===== src/rtl/decode_stage_pipe_pkg.sv =====
`default_nettype none
// +----------------------------------------------------------------------+
// | Module      : decode_stage_pipe_pkg                                  |
// | Description : Shared encodings for the MIPS decode stage: next-PC    |
// |               select, branch condition codes, default reset PC.     |
// | Revision    : 1.0  initial release                                   |
// +----------------------------------------------------------------------+
package decode_stage_pipe_pkg;

  // Next-PC source select
  localparam logic [1:0] NPC_SEQ = 2'b00;
  localparam logic [1:0] NPC_BR  = 2'b01;
  localparam logic [1:0] NPC_J   = 2'b10;
  localparam logic [1:0] NPC_JR  = 2'b11;

  // Branch condition codes; 110/111 are reserved and never taken
  localparam logic [2:0] BR_EQ  = 3'b000;
  localparam logic [2:0] BR_NE  = 3'b001;
  localparam logic [2:0] BR_LEZ = 3'b010;
  localparam logic [2:0] BR_GTZ = 3'b011;
  localparam logic [2:0] BR_LTZ = 3'b100;
  localparam logic [2:0] BR_GEZ = 3'b101;

  // Boot address loaded into the IF/ID PC on reset
  localparam logic [31:0] RESET_PC_DEF = 32'h0000_3000;

endpackage
`default_nettype wire


===== src/rtl/grf_bypass.sv =====
`default_nettype none
// +----------------------------------------------------------------------+
// | Module      : grf_bypass                                             |
// | Description : NREG x XLEN register file, two combinational read      |
// |               ports, one write port with write-first bypass.         |
// |               Register 0 is hard-wired to zero.                      |
// | Revision    : 1.0  initial release                                   |
// +----------------------------------------------------------------------+
module grf_bypass #(
  parameter  int XLEN = 32,
  parameter  int NREG = 32,
  localparam int AW   = $clog2(NREG)
) (
  input  logic            clk,
  input  logic            reset,
  input  logic            we,
  input  logic [AW-1:0]   waddr,
  input  logic [XLEN-1:0] wdata,
  input  logic [AW-1:0]   raddr1,
  input  logic [AW-1:0]   raddr2,
  output logic [XLEN-1:0] rdata1,
  output logic [XLEN-1:0] rdata2
);

  logic [XLEN-1:0] regs_q [NREG];
  logic [XLEN-1:0] regs_d [NREG];
  logic            w_wr_en;

  // Writes to register 0 are discarded so it can never hold a non-zero value
  assign w_wr_en = we && (waddr != '0);

  // Next-state of the storage array: one entry updated per cycle
  always_comb begin
    for (int i = 0; i < NREG; i++) begin
      regs_d[i] = regs_q[i];
    end
    if (w_wr_en) begin
      regs_d[waddr] = wdata;
    end
  end

  // Storage flops, cleared on reset
  always_ff @(posedge clk) begin
    for (int i = 0; i < NREG; i++) begin
      if (reset) begin
        regs_q[i] <= '0;
      end else begin
        regs_q[i] <= regs_d[i];
      end
    end
  end

  // Write-first: a same-cycle write to the read address is returned directly
  assign rdata1 = (raddr1 == '0)                    ? '0    :
                  (w_wr_en && (waddr == raddr1))    ? wdata :
                                                      regs_q[raddr1];
  assign rdata2 = (raddr2 == '0)                    ? '0    :
                  (w_wr_en && (waddr == raddr2))    ? wdata :
                                                      regs_q[raddr2];

endmodule
`default_nettype wire


===== src/rtl/decode_stage_pipe.sv =====
`default_nettype none
// +----------------------------------------------------------------------+
// | Module      : decode_stage_pipe                                      |
// | Description : MIPS decode stage: IF/ID register, register file,      |
// |               immediate extend, tag-compare forwarding, load-use     |
// |               stall detection, branch compare and next-PC select.    |
// | Revision    : 1.0  initial release                                   |
// +----------------------------------------------------------------------+
module decode_stage_pipe
  import decode_stage_pipe_pkg::*;
#(
  parameter  int          XLEN     = 32,
  parameter  int          NREG     = 32,
  parameter  int          NFWD     = 2,
  parameter  logic [31:0] RESET_PC = RESET_PC_DEF,
  localparam int          AW       = $clog2(NREG)
) (
  input  logic                 clk,
  input  logic                 reset,
  input  logic [31:0]          instr_f,
  input  logic [31:0]          pc_f,
  input  logic                 stall_d,
  input  logic                 flush_d,
  output logic [31:0]          instr_d,
  output logic [31:0]          pc_d,
  output logic                 valid_d,
  input  logic                 use_rs,
  input  logic                 use_rt,
  input  logic                 ext_op,
  input  logic [1:0]           npc_op,
  input  logic [2:0]           br_cond,
  input  logic                 we_w,
  input  logic [AW-1:0]        a3_w,
  input  logic [XLEN-1:0]      wd_w,
  input  logic [NFWD*AW-1:0]   fwd_addr,
  input  logic [NFWD*XLEN-1:0] fwd_data,
  input  logic [NFWD-1:0]      fwd_ready,
  output logic [XLEN-1:0]      rd1_d,
  output logic [XLEN-1:0]      rd2_d,
  output logic [XLEN-1:0]      imm32_d,
  output logic                 br_taken,
  output logic [31:0]          next_pc,
  output logic                 stall_req
);

  // ---------------------------------------------------------------- IF/ID
  logic [31:0] ifid_instr_q, ifid_instr_d;
  logic [31:0] ifid_pc_q,    ifid_pc_d;
  logic        ifid_valid_q, ifid_valid_d;

  // Stall outranks flush so a stalled instruction is never lost to a bubble
  always_comb begin
    ifid_instr_d = ifid_instr_q;
    ifid_pc_d    = ifid_pc_q;
    ifid_valid_d = ifid_valid_q;
    if (stall_d) begin
      ifid_instr_d = ifid_instr_q;
    end else if (flush_d) begin
      ifid_instr_d = '0;
      ifid_pc_d    = pc_f;
      ifid_valid_d = 1'b0;
    end else begin
      ifid_instr_d = instr_f;
      ifid_pc_d    = pc_f;
      ifid_valid_d = 1'b1;
    end
  end

  // IF/ID pipeline register
  always_ff @(posedge clk) begin
    if (reset) begin
      ifid_instr_q <= '0;
      ifid_pc_q    <= RESET_PC;
      ifid_valid_q <= 1'b0;
    end else begin
      ifid_instr_q <= ifid_instr_d;
      ifid_pc_q    <= ifid_pc_d;
      ifid_valid_q <= ifid_valid_d;
    end
  end

  assign instr_d = ifid_instr_q;
  assign pc_d    = ifid_pc_q;
  assign valid_d = ifid_valid_q;

  // ------------------------------------------------------- register file
  logic [AW-1:0]   w_rs, w_rt;
  logic [XLEN-1:0] w_rf_rd1, w_rf_rd2;

  assign w_rs = ifid_instr_q[21 +: AW];
  assign w_rt = ifid_instr_q[16 +: AW];

  grf_bypass #(
    .XLEN (XLEN),
    .NREG (NREG)
  ) u_grf (
    .clk    (clk),
    .reset  (reset),
    .we     (we_w),
    .waddr  (a3_w),
    .wdata  (wd_w),
    .raddr1 (w_rs),
    .raddr2 (w_rt),
    .rdata1 (w_rf_rd1),
    .rdata2 (w_rf_rd2)
  );

  // ----------------------------------------------------------- forwarding
  logic w_rs_hit, w_rt_hit, w_rs_pending, w_rt_pending;

  // Youngest matching source wins even when it is not ready yet
  always_comb begin
    rd1_d        = w_rf_rd1;
    rd2_d        = w_rf_rd2;
    w_rs_hit     = 1'b0;
    w_rt_hit     = 1'b0;
    w_rs_pending = 1'b0;
    w_rt_pending = 1'b0;
    for (int i = 0; i < NFWD; i++) begin
      if (!w_rs_hit && (w_rs != '0) && (fwd_addr[i*AW +: AW] == w_rs)) begin
        w_rs_hit = 1'b1;
        if (fwd_ready[i]) begin
          rd1_d = fwd_data[i*XLEN +: XLEN];
        end else begin
          w_rs_pending = 1'b1;
        end
      end
      if (!w_rt_hit && (w_rt != '0) && (fwd_addr[i*AW +: AW] == w_rt)) begin
        w_rt_hit = 1'b1;
        if (fwd_ready[i]) begin
          rd2_d = fwd_data[i*XLEN +: XLEN];
        end else begin
          w_rt_pending = 1'b1;
        end
      end
    end
  end

  // Bubbles never request a stall; valid is cleared by reset
  assign stall_req = ifid_valid_q &
                     ((use_rs & w_rs_pending) | (use_rt & w_rt_pending));

  // ------------------------------------------------------------ immediate
  assign imm32_d = ext_op ? {{(XLEN-16){ifid_instr_q[15]}}, ifid_instr_q[15:0]}
                          : {{(XLEN-16){1'b0}},             ifid_instr_q[15:0]};

  // -------------------------------------------------------------- compare
  logic w_rd1_neg, w_rd1_zero;

  assign w_rd1_neg  = rd1_d[XLEN-1];
  assign w_rd1_zero = (rd1_d == '0);

  // Signed compare against zero reduces to sign bit and zero detect
  always_comb begin
    br_taken = 1'b0;
    case (br_cond)
      BR_EQ:   br_taken = (rd1_d == rd2_d);
      BR_NE:   br_taken = (rd1_d != rd2_d);
      BR_LEZ:  br_taken = w_rd1_neg | w_rd1_zero;
      BR_GTZ:  br_taken = ~w_rd1_neg & ~w_rd1_zero;
      BR_LTZ:  br_taken = w_rd1_neg;
      BR_GEZ:  br_taken = ~w_rd1_neg;
      default: br_taken = 1'b0;
    endcase
  end

  // -------------------------------------------------------------- next PC
  logic [31:0] w_pc_seq, w_br_off;

  assign w_pc_seq = pc_f + 32'd4;
  assign w_br_off = {{14{ifid_instr_q[15]}}, ifid_instr_q[15:0], 2'b00};

  // Redirects only from a valid, non-stalled decode instruction
  always_comb begin
    next_pc = w_pc_seq;
    case (npc_op)
      NPC_SEQ: next_pc = w_pc_seq;
      NPC_BR:  next_pc = br_taken ? (ifid_pc_q + 32'd4 + w_br_off) : w_pc_seq;
      NPC_J:   next_pc = {ifid_pc_q[31:28], ifid_instr_q[25:0], 2'b00};
      NPC_JR:  next_pc = rd1_d[31:0];
      default: next_pc = w_pc_seq;
    endcase
    if (stall_req || !ifid_valid_q) begin
      next_pc = w_pc_seq;
    end
  end

endmodule
`default_nettype wire


===== config.mk =====
export PLATFORM = sky130hd
export DESIGN_NAME = decode_stage_pipe
export DESIGN_NICKNAME = d
export VERILOG_FILES = /design/src/rtl/decode_stage_pipe_pkg.sv /design/src/rtl/grf_bypass.sv /design/src/rtl/decode_stage_pipe.sv
export SDC_FILE = /design/constraint.sdc
export NUM_CORES = 2
export LEC_CHECK = 0
export CORE_UTILIZATION = 29
export CTS_BUF_LIST = sky130_fd_sc_hd__clkbuf_8
export DETAILED_ROUTE_END_ITERATION = 8
export HOLD_SLACK_MARGIN = 0.05
export PLACE_DENSITY = 0.52
export SLEW_MARGIN = 10
export SYNTH_ARGS = -nofsm -noshare
export SYNTH_HDL_FRONTEND = slang
export SYNTH_SLANG_ARGS = --single-unit

===== constraint.sdc =====
create_clock -name clk -period 5.55 [get_ports clk]
set_input_delay 1.11 -clock clk [delete_from_list [all_inputs] [get_ports clk]]
set_output_delay 1.11 -clock clk [all_outputs]
set_load 0.03 [all_outputs]

==> results.py <==
metrics = {
    "job": {
        "drv_cap": 0,
    },
    "pwr": {
        "p_leak_nw": 28.6,
        "power_switching_mw": 6.07,
        "peakVddDrop_mv": 0.298,
        "seq_power_share": 0.407,
        "pwr-share-comb": 0.177,
        "cellPowerDensity_mw_per_mm2": 239,
        "swShare": 0.307,
        "p_int_mw": 13.7,
        "clkPwrFrac": 0.415,
    },
    "die": {
        "die_y_um": 462,
        "initial_utilization": 0.292,
        "core_mm2": 0.210,
        "die_x_um": 462,
        "io_pins": 385,
        "rows": 168,
        "die_area_mm2": 0.213,
    },
    "synth": {
        "synth_top_area_frac": 0.359,
        "synthArstFlopShare": 0,
        "synth_area_leaders": "dfxtp_1 36%, nand2_1 14%, mux4_2 13%",
        "synthFlopType": "dfxtp_1",
        "yosysSeqAreaShare": 0.359,
        "syn-num-nets": 7688,
        "syn_area_per_cell_um2": 8.24,
        "yosys_warnings": 0,
        "ys_top_cells_by_count": "2268 x nand2_1, 1101 x a21oi_1, 1099 x dfxtp_1",
        "synth_edf_count": 0,
        "yosysMostFrequentCell": "nand2_1",
        "syn_area_mm2": 0.0613,
        "ys_types": 89,
        "synth_top_area_cell": "dfxtp_1",
        "synthCells": 7439,
        "synth-seq-cells": 1099,
    },
    "hold_path": {
        "hp-class": "reg2reg",
    },
    "sta": {
        "final_max_slew_viol_count": 0,
        "hold_viol": 0,
        "fin_ws_ns": -1.25,
        "rsz0062_at_grt": "yes",
        "fin_tns_setup_ns": -39.30,
        "setup_viol": 33,
        "maxSlewHeadroom": 0.182,
        "finClkSkew_ns": 0.0134,
        "worst_pin_slew_ns": 1.23,
        "min_period_ns": 6.80,
        "fin_crit_sh": 1.23,
        "max_freq_mhz": 147,
    },
    "setup_path": {
        "cpMaxStageDelayCell": "mux4_2",
        "crit_type": "reg2out",
        "endpoint_kind": "output port",
        "cp.required_ns": 4.44,
        "arrival_ns": 5.69,
        "cp_cell_sequence": "buf_12 > buf_16 > buf_4 > buf_4 > mux4_2 > o2111ai_1 > nand4_1 > buf_4 > nand2_1 > o211ai_1 > nor4_1 > nand4_1 > o41ai_2 > xor2_1 > nand3b_1 > and3b_4 > inv_8 > buf_16 > a21oi_2 > o22a_2 > buf_6",
        "cpPeakStageDelay_ns": 0.58,
        "crit_top_cell": "buf_4",
        "critPathMaxFanout": 10,
        "worstSetupStartpointType": "flip-flop",
    },
    "cts": {
        "htreeDepth": 4,
        "clock-root-buffer": "clkbuf_8",
        "cts_hold_buffers": 0,
        "cts_tree": "built",
        "cts.path.max_buffers": 3,
        "clk_latency_ns": 1.01,
        "clkTransAtPathRegs_ns": 0.06,
        "cts_made_buffers": 194,
        "clock_sinks": 1099,
    },
    "status": {
        "violations": "setup timing",
        "status": "finished with violations",
    },
    "placed_design": {
        "gp_congestion": 1.02,
        "portBuffers": 384,
        "hpwlAfterDp_mm": 257,
        "place_inst": 10900,
    },
    "grt": {
        "grt_max_degree": 161,
        "grt_pass1_vias": 62100,
        "grt_pass1_wl_mm": 505,
        "grt_antenna_before_repair": 42,
        "grt.overflow.total": 0,
        "grt_use_total": 0.339,
    },
    "routing": {
        "postRouteAntennaNets": 0,
        "drt-initial-drc-count": 9655,
        "first_pass_iters": 8,
        "via_per_inst": 5.86,
        "drc_errors": 0,
        "drt-total-wl_mm": 374,
        "wl_per_cell_um": 33.0,
        "vias": 66300,
    },
    "final_layout": {
        "final_nets": 8592,
        "syn_to_final_growth_pct": 34.6,
        "fin_cells": 11300,
        "drive_above_1_share": 0.256,
    },
}
==> per-stage QoR <==
stage	setup slack (ns)	hold slack (ns)	util	total power, mW	cell area, um^2
3_5_place_dp	-1.33	0.455	0.364	11.4	76400
6_report	-1.25	0.465	0.393	19.8	82500
4_1_cts	-1.17	0.464	0.391	19.6	82100
2_1_floorplan	-0.438	0.442	-	9.71	62200
3_3_place_gp	-1.35	0.449	0.364	11.4	76400
5_1_grt	-1.32	0.478	0.393	20.2	82500
==> layer usage <==
layer	part of all wire	global-route usage	vias up
met1	0.36	0.396	32300
met5	0.00064	0	-
met4	0.088	0.259	34
met3	0.12	0.106	1277
met2	0.43	0.517	4782
li1	-	-	27900
==> kinds of logic after synthesis <==
kind of cell / synth area share
adder cells (fa/ha/maj): 0.0122
AO/OA/AOI/OAI: 0.166
AND/OR/NAND/NOR: 0.192
XOR/XNOR: 0.0159
flip-flops: 0.359
multiplexers: 0.198
buffers and inverters: 0.0578
==> power by group through the flow <==
stage / clock (mW) / sequential [mW] / combinational [mW]
after global placement: 0 / 8.21 / 3.21
after detailed placement: 0 / 8.22 / 3.20
after CTS: 8.22 / 8.04 / 3.39
after floorplan: 0 / 8.23 / 1.48
final: 8.21 / 8.04 / 3.51
after global routing: 8.57 / 8.05 / 3.57
==> worst max-delay path: cells and delay by family (launching register included) <==
| family | cells | cell delay (ns) |
|---|---|---|
| buf+inv | 8 | 1.30 |
| compound gates | 5 | 1.15 |
| simple gates | 6 | 1.08 |
| mux | 1 | 0.58 |
| flops | 1 | 0.38 |
| xor+xnor | 1 | 0.18 |
==> flip-flops by register name, summed over array words and instances (netlist names), named ones only <==
name / flops
u_grf.regs_q: 1024
instr_d: 32
pc_d: 32
valid_d: 1
==> final cells by class <==
| cell class | count | area [um^2] |
|---|---|---|
| sequential | 1099 | 22000 |
| inverter | 33 | 131 |
| clock inverter | 84 | 513 |
| antenna | 19 | 47.5 |
| fill | 21100 | 127000 |
| clock buffer | 261 | 3590 |
| timing repair buffer | 1475 | 15000 |
| tap | 2805 | 3510 |
| multi-input combinational | 5540 | 37700 |
==> timing repair <==
action,in CTS,in global routing
gates cloned,12,1
pin swaps,42,35
hold endpoints to repair,0,0
gates resized for setup,182,53
setup buffers,51,11
setup endpoints to repair,33,33
==> cells in the final DEF, fill, tap and decap left out, drive strengths merged, types with 27 or more instances in the layout <==
cell type         n
ha               58
a221o            27
xor2             49
inv              90
buf            1187
nand3           112
xnor2            62
nand4            40
a221oi           56
clkdlybuf4s50   283
mux4            357
and2             27
o211ai           28
a21oi          1101
a22oi           127
dfxtp          1099
o21ai           133
nand2          2268
mux2i           393
a32oi            36
nor2b            60
clkbuf          262
nor3             57
nor2            209
==> worst paths after layout <==
check / from / endpoint / slack, ns / cells after the start
setup / recovery: flip-flop / next_pc[6] / -1.25 / 21
hold / removal: u_grf.regs_q[10][13] / u_grf.regs_q[10][13] / 0.46 / 2
setup reg to reg: instr_d[20] / instr_d[20] / 3.63 / 3
hold reg to reg: u_grf.regs_q[10][13] / u_grf.regs_q[10][13] / 0.46 / 2
Power figures use the tool's default switching activity.
